`src/rtl/fp_pkg.sv`:
```
// Shared constants and types for the floating-point datapath (divider and multiplier).
package fp_pkg;

  localparam int unsigned EXP_W     = 8;
  localparam int unsigned MAN_W     = 23;
  localparam int          BIAS      = 127;
  localparam logic [31:0] QNAN      = 32'h7FC0_0000;
  localparam logic [31:0] POS_INF   = 32'h7F80_0000;
  localparam logic [31:0] NEG_INF   = 32'hFF80_0000;
  localparam int unsigned DIV_ITERS = 26;

  typedef enum logic [2:0] {
    StIdle,
    StLoad,
    StUnpack,
    StDivide,
    StNorm,
    StRound
  } state_e;

  function automatic logic [31:0] signed_inf(input logic sign);
    return sign ? NEG_INF : POS_INF;
  endfunction

endpackage

```
`src/rtl/fp_lzc.sv`:
```
// Combinational 24-bit leading-zero counter; an all-zero input yields 24.
module fp_lzc (
  input  logic [23:0] in_i,
  output logic [4:0]  cnt_o
);

  always_comb begin
    cnt_o = 5'd24;
    // Ascending scan so the most significant set bit wins.
    for (int i = 0; i < 24; i++) begin
      if (in_i[i]) cnt_o = 5'(23 - i);
    end
  end

endmodule

```
`src/rtl/floating_div.sv`:
```
// Sequential single-precision divider: restoring division, one quotient bit per cycle,
// fixed latency for every operand class including specials.
module floating_div #(
  parameter int unsigned WIDTH = 32,
  parameter int unsigned EXP_W = 8,
  parameter int unsigned MAN_W = 23
) (
  input  logic             i_clk,
  input  logic             i_rst,
  input  logic             i_load,
  input  logic [WIDTH-1:0] i_a,
  input  logic [WIDTH-1:0] i_b,
  output logic [WIDTH-1:0] o_res,
  output logic             o_busy,
  output logic             o_done
);
  import fp_pkg::*;

  state_e state_q, state_d;

  logic [WIDTH-1:0]  a_q, b_q, res_q, spec_q;
  logic              sign_q, special_q, done_q, g_q, s_q;
  logic signed [9:0] e_q;
  logic [24:0]       rem_q;
  logic [23:0]       mb_q, m_q;
  logic [25:0]       quo_q;
  logic [4:0]        cnt_q;

  // Unpack / classify
  logic [EXP_W-1:0]  expf_a, expf_b;
  logic [MAN_W-1:0]  frac_a, frac_b;
  logic [4:0]        lz_a, lz_b;
  logic [23:0]       ma, mb;
  logic signed [9:0] ea, eb, e_un;
  logic              zero_a, zero_b, inf_a, inf_b, nan_a, nan_b, sign_n, special_n;
  logic [WIDTH-1:0]  spec_n;

  assign expf_a = a_q[WIDTH-2 -: EXP_W];
  assign expf_b = b_q[WIDTH-2 -: EXP_W];
  assign frac_a = a_q[MAN_W-1:0];
  assign frac_b = b_q[MAN_W-1:0];

  fp_lzc u_lzc_a (.in_i({1'b0, frac_a}), .cnt_o(lz_a));
  fp_lzc u_lzc_b (.in_i({1'b0, frac_b}), .cnt_o(lz_b));

  always_comb begin
    zero_a = (expf_a == '0) && (frac_a == '0);
    zero_b = (expf_b == '0) && (frac_b == '0);
    inf_a  = (expf_a == '1) && (frac_a == '0);
    inf_b  = (expf_b == '1) && (frac_b == '0);
    nan_a  = (expf_a == '1) && (frac_a != '0);
    nan_b  = (expf_b == '1) && (frac_b != '0);
    sign_n = a_q[WIDTH-1] ^ b_q[WIDTH-1];
    ma = (expf_a == '0) ? ({1'b0, frac_a} << lz_a) : {1'b1, frac_a};
    mb = (expf_b == '0) ? ({1'b0, frac_b} << lz_b) : {1'b1, frac_b};
    ea = (expf_a == '0) ? (10'sd1 - $signed({5'd0, lz_a})) : $signed({2'd0, expf_a});
    eb = (expf_b == '0) ? (10'sd1 - $signed({5'd0, lz_b})) : $signed({2'd0, expf_b});
    e_un = ea - eb + $signed(10'(BIAS));
    special_n = 1'b1;
    if (nan_a || nan_b || (zero_a && zero_b) || (inf_a && inf_b)) spec_n = QNAN;
    else if (zero_b || inf_a) spec_n = signed_inf(sign_n);
    else if (zero_a || inf_b) spec_n = {sign_n, {(WIDTH-1){1'b0}}};
    else begin
      spec_n    = '0;
      special_n = 1'b0;
    end
  end

  // Restoring divide step
  logic        q_bit;
  logic [23:0] rem_sub;
  assign q_bit   = (rem_q >= {1'b0, mb_q});
  assign rem_sub = q_bit ? 24'(rem_q - {1'b0, mb_q}) : rem_q[23:0];

  // Normalise, with denormalising right shift when the exponent underflows
  logic [23:0]       m_n, m_f;
  logic              g_n, s_n, g_f, s_f;
  logic signed [9:0] e_n, e_f, sh;
  logic [4:0]        sh_sat;
  logic [51:0]       wide;

  always_comb begin
    if (quo_q[25]) begin
      m_n = quo_q[25:2];
      g_n = quo_q[1];
      s_n = quo_q[0] | (rem_q != '0);
      e_n = e_q;
    end else begin
      m_n = quo_q[24:1];
      g_n = quo_q[0];
      s_n = (rem_q != '0);
      e_n = e_q - 10'sd1;
    end
    sh     = 10'sd1 - e_n;
    sh_sat = (sh > 10'sd26) ? 5'd26 : sh[4:0];
    wide   = {m_n, g_n, 27'd0} >> sh_sat;
    if (e_n <= 10'sd0) begin
      m_f = wide[51:28];
      g_f = wide[27];
      s_f = s_n | (wide[26:0] != '0);
      e_f = 10'sd0;
    end else begin
      m_f = m_n;
      g_f = g_n;
      s_f = s_n;
      e_f = e_n;
    end
  end

  // Round to nearest even and pack; a mantissa carry ripples into the exponent field
  logic             inc;
  logic [7:0]       exp_field;
  logic [30:0]      sum;
  logic [WIDTH-1:0] res_n;

  always_comb begin
    inc       = g_q & (s_q | m_q[0]);
    exp_field = (e_q > 10'sd0) ? e_q[7:0] : {7'd0, m_q[23]};
    sum       = {exp_field, m_q[22:0]} + 31'(inc);
    if (special_q)            res_n = spec_q;
    else if (e_q >= 10'sd255) res_n = signed_inf(sign_q);
    else                      res_n = {sign_q, sum};
  end

  // FSM
  logic busy;
  assign busy = (state_q == StUnpack) || (state_q == StDivide) ||
                (state_q == StNorm)   || (state_q == StRound);

  always_comb begin
    state_d = state_q;
    unique case (state_q)
      StIdle:   if (i_load) state_d = StLoad;
      StLoad:   if (!i_load) state_d = StUnpack;
      StUnpack: state_d = StDivide;
      StDivide: if (cnt_q == 5'(DIV_ITERS - 1)) state_d = StNorm;
      StNorm:   state_d = StRound;
      StRound:  state_d = StIdle;
      default:  state_d = StIdle;
    endcase
    if (busy && i_load) state_d = StLoad;
  end

  always_ff @(posedge i_clk or posedge i_rst) begin
    if (i_rst) state_q <= StIdle;
    else       state_q <= state_d;
  end

  always_ff @(posedge i_clk or posedge i_rst) begin
    if (i_rst) begin
      a_q <= '0; b_q <= '0; res_q <= '0; spec_q <= '0;
      sign_q <= 1'b0; special_q <= 1'b0; done_q <= 1'b0; g_q <= 1'b0; s_q <= 1'b0;
      e_q <= '0; rem_q <= '0; mb_q <= '0; m_q <= '0; quo_q <= '0; cnt_q <= '0;
    end else begin
      done_q <= 1'b0;
      if (i_load) begin
        a_q <= i_a;
        b_q <= i_b;
      end
      unique case (state_q)
        StUnpack: begin
          sign_q    <= sign_n;
          special_q <= special_n;
          spec_q    <= spec_n;
          e_q       <= e_un;
          rem_q     <= {1'b0, ma};
          mb_q      <= mb;
          quo_q     <= '0;
          cnt_q     <= '0;
        end
        StDivide: begin
          rem_q <= {rem_sub, 1'b0};
          quo_q <= {quo_q[24:0], q_bit};
          cnt_q <= cnt_q + 5'd1;
        end
        StNorm: begin
          m_q <= m_f;
          g_q <= g_f;
          s_q <= s_f;
          e_q <= e_f;
        end
        StRound: begin
          if (!i_load) begin
            res_q  <= res_n;
            done_q <= 1'b1;
          end
        end
        default: ;
      endcase
    end
  end

  assign o_res  = res_q;
  assign o_busy = busy;
  assign o_done = done_q;

endmodule
```
`config.mk`:
```
export PLATFORM = sky130hd
export DESIGN_NAME = floating_div
export DESIGN_NICKNAME = d
export VERILOG_FILES = /design/src/rtl/fp_pkg.sv /design/src/rtl/fp_lzc.sv /design/src/rtl/floating_div.sv
export SDC_FILE = /design/constraint.sdc
export NUM_CORES = 1
export LEC_CHECK = 0
export ABC_AREA = 0
export BUFFER_PORTS_ARGS = -buffer_cell sky130_fd_sc_hd__buf_2
export CAP_MARGIN = 5
export CORE_AREA = 2 2 172 174
export DETAILED_ROUTE_END_ITERATION = 8
export DIE_AREA = 0 0 174 176
export MAX_ROUTING_LAYER = met4
export PLACE_DENSITY = 0.78
export SETUP_SLACK_MARGIN = 0.5
export SYNTH_ARGS = -nofsm -noshare
export SYNTH_HDL_FRONTEND = slang
export SYNTH_SLANG_ARGS = --single-unit
```
`constraint.sdc`:
```
create_clock -name i_clk -period 10.5 [get_ports i_clk]
set_input_delay 2.1 -clock i_clk [delete_from_list [all_inputs] [get_ports i_clk]]
set_output_delay 2.1 -clock i_clk [all_outputs]
set_load 0.03 [all_outputs]
```
After elaboration in Yosys (flattened, before gate mapping):

Index checks and enable logic that the tools add are counted.

* reduce and logical (&&, ||, !) cells: 30
* div/mod/pow operators: 0
* bitwise operators: 6
* add/subtract/negate cells: 9
* shifts and indexed selects: 3
* equality and inequality tests: 11
* magnitude comparators: 5
* muxes and demuxes: 82
* multipliers: 0

Operators by type and width (count)
* 32-bit two-way mux: 7
* 5-bit two-way mux: 31
* 24-bit two-way mux: 5
* 4-bit two-way mux: 16
* 26-bit case mux with 2 select lines: 1
* 52-bit by 5-bit right shift with 52-bit output: 1
* 25-bit case mux with 2 select lines: 1
* 23-bit by 5-bit << shifter with 24-bit output: 2
* 23-bit logical NOT: 2
* 23-bit nonzero test: 2
* 10-bit two-way mux: 4
* 31-bit by 1-bit adder with 31-bit output: 1
* 27-bit nonzero test: 1
* 25-bit by 24-bit greater-or-equal comparator with 1-bit output: 1
* 25-bit nonzero test: 1
* 24-bit subtractor: 1
* 10-bit case mux with 2 select lines: 1
* 8-bit == test, second input constant: 2
* 8-bit logical NOT: 2
* 3-bit case mux with 5 select lines: 1
* 3-bit two-way mux: 4
* 1-bit by 5-bit subtractor with 6-bit output, first input constant: 2
* 10-bit by 8-bit adder with 10-bit output, second input constant: 1
* 10-bit by 9-bit greater-or-equal comparator with 1-bit output, second input constant: 1
* other kinds (26): 55

* latch bits: 0
* logic and storage cells: 162
* input bits: 67
* memory bits (writable): 0
* output and inout port bits: 34
* memories: 0
* register bits: 250
* memory bits (read-only): 0

Longest topological paths before layout:

* depth in word-level cells: 28
* depth in mapped cells: 25
* depth with buffers taken out: 22

By module:

A second synthesis with hierarchy kept.

* cells, all modules: 2072
* area, all modules: 17060.1 µm²

Modules (own cells, without submodules)
* floating_div: seq. area each 5530.3 µm², cells each 1976, area each 16529.6 µm², times used 1
* fp_lzc: seq. area each 0.0 µm², cells each 48, area each 265.3 µm², times used 2

Worst setup path after synthesis:

OpenSTA, ideal clock, no wires.

* kind: register to register
* start point: register quo_q[25]
* end point: register s_q
* setup time: 0.129 ns
* slack: 5.111 ns
* path buffers: 7
* data arrival time: 5.259 ns
* data required time: 10.371 ns
* period minus slack after synthesis: 5.389 ns
* cell stages (with the launch flop): 21
* cells stage by stage: dfrtp_1 > buf_6 > clkbuf_1 > clkbuf_1 > clkbuf_1 > clkbuf_1 > o21ai_0 > and2_1 > ha_1 > nand3_1 > o21bai_1 > mux2_4 > o311ai_4 > buf_4 > buf_2 > mux2_2 > a31oi_1 > o32ai_1 > or4_1 > o311ai_1 > a21oi_1

* longest elaborated chain between the ends: 8
* elaborated cells between the ends (all ways): 12
* those cells by class: add/sub: 1; order compare: 2; shift: 1; mux: 6; bitwise: 1; reduce/logical: 1

RTL lines
* from (decl): RTL line floating_div.sv:26 `logic [25:0] quo_q;`
* from (signal assigned): RTL line floating_div.sv:173 `quo_q <= {quo_q[24:0], q_bit};`
* 10-bit two-way mux: RTL line floating_div.sv:83 `if (quo_q[25]) begin`
* 2-bit by 10-bit subtractor with 10-bit output: RTL line floating_div.sv:94 `sh = 10'sd1 - e_n;`
* 10-bit by 6-bit greater-than comparator with 1-bit output: RTL line floating_div.sv:95 `sh_sat = (sh > 10'sd26) ? 5'd26 : sh[4:0];`
* 5-bit two-way mux: RTL line floating_div.sv:95
* 52-bit by 5-bit right shift with 52-bit output: RTL line floating_div.sv:96 `wide = {m_n, g_n, 27'd0} >> sh_sat;`
* 27-bit nonzero test: RTL line floating_div.sv:100 `s_f = s_n | (wide[26:0] != '0);`
* 1-bit OR: RTL line floating_div.sv:100
* 1-bit two-way mux *: RTL line floating_div.sv:97 `if (e_n <= 10'sd0) begin`
* to (signal assigned): RTL line floating_div.sv:152 `sign_q <= 1'b0; special_q <= 1'b0; done_q <= 1'b0; g_q <= 1'b0; s_q <= 1'b0;`
* to (signal assigned): RTL line floating_div.sv:179 `s_q <= s_f;`
* to (decl): RTL line floating_div.sv:22 `logic sign_q, special_q, done_q, g_q, s_q;`

Mark *: on every way between the ends. The rest lies on a longest branch, timed or not.
A chain may end at the register's enable or synchronous reset.

Final worst setup path:

* start point: register e_q[0]
* end point: register s_q

* longest elaborated chain between the ends: 9
* elaborated cells between the ends (all ways): 10
* those cells by class: add/sub: 2; order compare: 2; shift: 1; mux: 3; bitwise: 1; reduce/logical: 1

RTL lines
* from (decl): RTL line floating_div.sv:23 `logic signed [9:0] e_q;`
* from (signal assigned): RTL line floating_div.sv:165 `e_q <= e_un;`
* 10-bit by 2-bit subtractor with 10-bit output: RTL line floating_div.sv:92 `e_n = e_q - 10'sd1;`
* 10-bit two-way mux *: RTL line floating_div.sv:83
* 2-bit by 10-bit subtractor with 10-bit output: RTL line floating_div.sv:94
* 10-bit by 6-bit greater-than comparator with 1-bit output: RTL line floating_div.sv:95
* 5-bit two-way mux: RTL line floating_div.sv:95
* 52-bit by 5-bit right shift with 52-bit output: RTL line floating_div.sv:96
* 27-bit nonzero test: RTL line floating_div.sv:100
* 1-bit OR: RTL line floating_div.sv:100
* 1-bit two-way mux *: RTL line floating_div.sv:97

Marks and branches as above.

==> out/qor.log <==
[status] outcome completed
[clock_tree] number of hold buffers added after cts 0
[yosys] synthesized area 17100 um^2
[timing] shortest clock period the worst path allows after layout 6.55 ns
[finish] area used by multi-input combinational logic 10700 um^2
[timing] count of final max-slew check failures 0
[routing] Detail Route Antenna Nets 0
[yosys] post-synthesis sequential area ratio 32.3%
[timing] ratio of final minimum period to clock period 62.4%
[global_routing] vias in the first global route 15679
[yosys] count of flip-flops with a built-in enable after synthesis 0
[clock_tree] Resized Gates After CTS 0
[setup_path] critical path data arrival time 6.97 ns
[yosys] cell accounting for the most synthesized area dfrtp_1
[power_and_ir_drop] peak ir drop on the vdd network 175 uV
[routing] total via count in the routed design 16399
[finish] final standard cell count with taps included and fillers excluded 2476
[floorplan] Initial Util 59.9%
[clock_tree] Post-CTS Setup Bufs 0
[routing] Routed wire per std cell 21.8 um
[global_routing] largest net degree at the start of global routing 98
[finish] Post-layout nets 2196
[finish] Fill cells 2501
[yosys] post-synthesis async set-or-reset flop share 100%
[routing] initial DRC count 1665
[floorplan] Floorplan Core Area 28500 um^2
[global_routing] global-route wire length before repair 86400 um
[place] number of buffers added on ports 100
[yosys] syn nets 2192
[clock_tree] clock buffer depth 3
[clock_tree] number of CTS-inserted buffers 26
[timing] total negative slack 0 ns
[finish] antenna diode count 0
[timing] measured slew at the worst slew-check pin 0.954 ns
[clock_tree] number of sinks handled by clock tree synthesis 221
[setup_path] CP Data Required Time 10.92 ns
[clock_tree] TritonCTS clock tree built
[timing] maximum operating frequency 153 MHz
[setup_path] critical path launch point e_q[0]$_DFFE_PP0N_
[yosys] Top FF cell, synth dfrtp_1
[floorplan] total die area 30600 um^2
[yosys] synthesized area divided by synthesized cell count 8.25 um^2
[yosys] share of Yosys cell area claimed by the top area cell type 32.3%
[floorplan] y dimension of the die 176 um
[run] total of max-cap violations 0
[setup_path] worst-path fanout max 49
[yosys] post-synthesis cell count 2072
[routing] via density per instance 6.62
[place] post-detail-place hpwl 38900 um
[clock_tree] master cell of the clock root buffer clkbuf_16
[finish] area overhead of the layout relative to synthesis 8.60%
[global_routing] initial antenna violation count 0
[global_routing] total gr overflow 0
[routing] Detailed Route WL 54100 um
[timing] Clock Skews 0.0161 ns
[clock_tree] Worst-Skew Late Latency 0.57 ns
[setup_path] reg-to-reg startpoint e_q[0]$_DFFE_PP0N_
[timing] RSZ-0062 raised after global routing false
[yosys] distinct cell type count of the synthesized netlist 84
[global_routing] Overall Global Routing Usage 36.2%
[place] number of placed cells counting well taps 2432
[routing] count of TritonRoute iterations in the first routing pass 5
[floorplan] Die Width 174 um
[finish] fraction of layout instances using a drive strength above 1 14.5%
[power_and_ir_drop] leakage power 8.14 nW
[clock_tree] clock transition time at the flip-flop clock pins of the worst setup and hold paths 0.06 ns
[timing] Hold Fails Final Rpt 0
[yosys] number of synthesized register bits 221
[setup_path] Setup Crit Path Kind register to register
[floorplan] number of top-level pins 101
[hold_path] Worst Hold Launch o_res[10]$_DFFE_PP0P_
[timing] setup violators final 0
[place] final weighted congestion of routability-driven global placement 0.989
[setup_path] startpoint type of the worst setup path register
[timing] headroom to the max-slew limit 36.3%
[power_and_ir_drop] total power divided by cell area 253 nW/um^2
[floorplan] placement row count 62
[hold_path] hold crit path type register to register
[routing] final routed DRC violation total 0
[finish] sequential cell area in the final layout 5530 um^2
[setup_path] capturing element type of the critical path register
[clock_tree] CTS H-tree lvls 1
[yosys] leading cell types by total area after synthesis dfrtp_1 (32%), mux2_2 (5.7%), mux2i_1 (5.6%)
[yosys] count of yosys warnings during synthesis 0
area by class of cell:
class | count | share of cell area, %
well taps | 384 | 2.59
clock inverters | 6 | 0.344
clock buffers | 38 | 4.18
inverters | 77 | 1.60
repair buffers | 131 | 3.95
multi-input cells | 1619 | 57.5
flip-flops and latches | 221 | 29.8
path summary, 6_finish.rpt:
check	endpoint	slack, ns	cells past startpoint
worst min register to register	o_res[10]$_DFFE_PP0P_	0.47	2
worst max-delay path	s_q$_DFFE_PP0P_	3.95	18
max in group asynchronous	quo_q[25]$_DFFE_PP0P_	7.45	3
worst min-delay path	o_res[10]$_DFFE_PP0P_	0.47	2
worst max register to register	s_q$_DFFE_PP0P_	3.95	18
min in group asynchronous	o_res[22]$_DFFE_PP0P_	1.65	2
report_power, final:
part / switching, mW / internal [mW] / total [mW]
Clock: 0.377 / 0.533 / 0.910
Combinational: 1.62 / 0.950 / 2.57
Sequential: 0.213 / 0.998 / 1.21
cell usage after synthesis, drive strengths merged, types with 12 or more instances:
master  count
mux2       87
clkbuf    128
nand3      56
a21o       21
xor2       34
nand2b     14
mux4       14
o21ai     166
nor2      195
ha         51
a221oi     26
a21oi     135
nand2     249
mux2i      96
inv        77
a211oi     34
or3        13
nand4      19
and2       16
o221ai     12
nor4       29
a22o       14
o22ai      15
and3       21
buf        27
nor3       52
a31oi      30
o211ai     17
dfrtp     221
o31ai      20
xnor2      35
o21bai     14
sequential cells by signal, indices dropped and copies added, names as in the netlist:
name and cells:
o_done 1, state_q 3, sign_q 1, g_q 1
b_q 32, rem_q 25, spec_q 3, e_q 10
o_res 32, cnt_q 5, mb_q 24, m_q 24
a_q 32, special_q 1, s_q 1, quo_q 26
kinds of logic after synthesis:
| logic type | Yosys count | synth area share (%) |
|---|---|---|
| simple gates | 708 | 19.1 |
| fa+ha+maj | 53 | 3.97 |
| buf+inv | 232 | 5.35 |
| flops | 221 | 32.3 |
| xor+xnor | 69 | 3.53 |
| mux | 197 | 13.2 |
| compound gates | 592 | 22.5 |
per-stage QoR:
stage | util (%) | setup slack (ns) | total power, mW | instance area, um^2 | hold slack (ns)
2_1_floorplan | - | 2.35 | 3.07 | 17100 | 0.441
3_3_place_gp | 62.1 | 4.17 | 3.69 | 17700 | 0.456
3_5_place_dp | 62.1 | 4.05 | 3.72 | 17700 | 0.465
4_1_cts | 65.0 | 4.05 | 4.64 | 18600 | 0.478
5_1_grt | 65.0 | 3.50 | 4.97 | 18600 | 0.503
6_report | 65.0 | 3.95 | 4.69 | 18600 | 0.469
per-layer routing:
layer | wire length, um | track usage (%) | vias up
met4 | 2960 | 16.9 | 0
met5 | 0 | - | -
met1 | 21800 | 45.7 | 7916
met2 | 26000 | 59.4 | 745
met3 | 3280 | 3.57 | 179
li1 | - | - | 7559
cell usage in the layout, fill, tap and decap left out, types with 8 or more instances in the layout:
cell       instances
dfrtp_1          220
a21oi_1          134
nor3_1            52
xnor2_1           34
or2_2             10
a22oi_1           10
mux2i_1           96
ha_1              51
a211oi_1          34
or3_1             13
nand4_1           19
xor2_1            33
nor2b_1            8
mux2_2            86
a21o_1            21
nand2_1          246
o211ai_1          17
a22o_1            14
o21ai_0          162
and2_1            16
nor4_1            28
a221oi_1          25
clkbuf_16         27
nand3_1           56
mux4_2            14
buf_2            100
a31oi_1           29
and3_1            21
o22ai_1           15
o221ai_1          11
nor2_1           192
nand2b_1          13
o21bai_1          14
inv_1             76
o31ai_1           20
buf_4             31
worst max-delay path: stages (launching register included):
cell and delay (ns):
dfrtp_1 0.70, inv_1 0.16, ha_1 0.29, or3b_1 0.36, and2_1 0.25, inv_1 0.06, ha_1 0.29, buf_4 0.26
inv_1 0.55, a221oi_2 0.18, o311ai_4 0.30, buf_4 0.50, and2_1 0.81, and4_1 0.32, a221o_1 0.14, or4b_1 0.42
or4_1 0.40, o311ai_1 0.28, a21oi_1 0.10
Power figures use the tool's default switching activity.
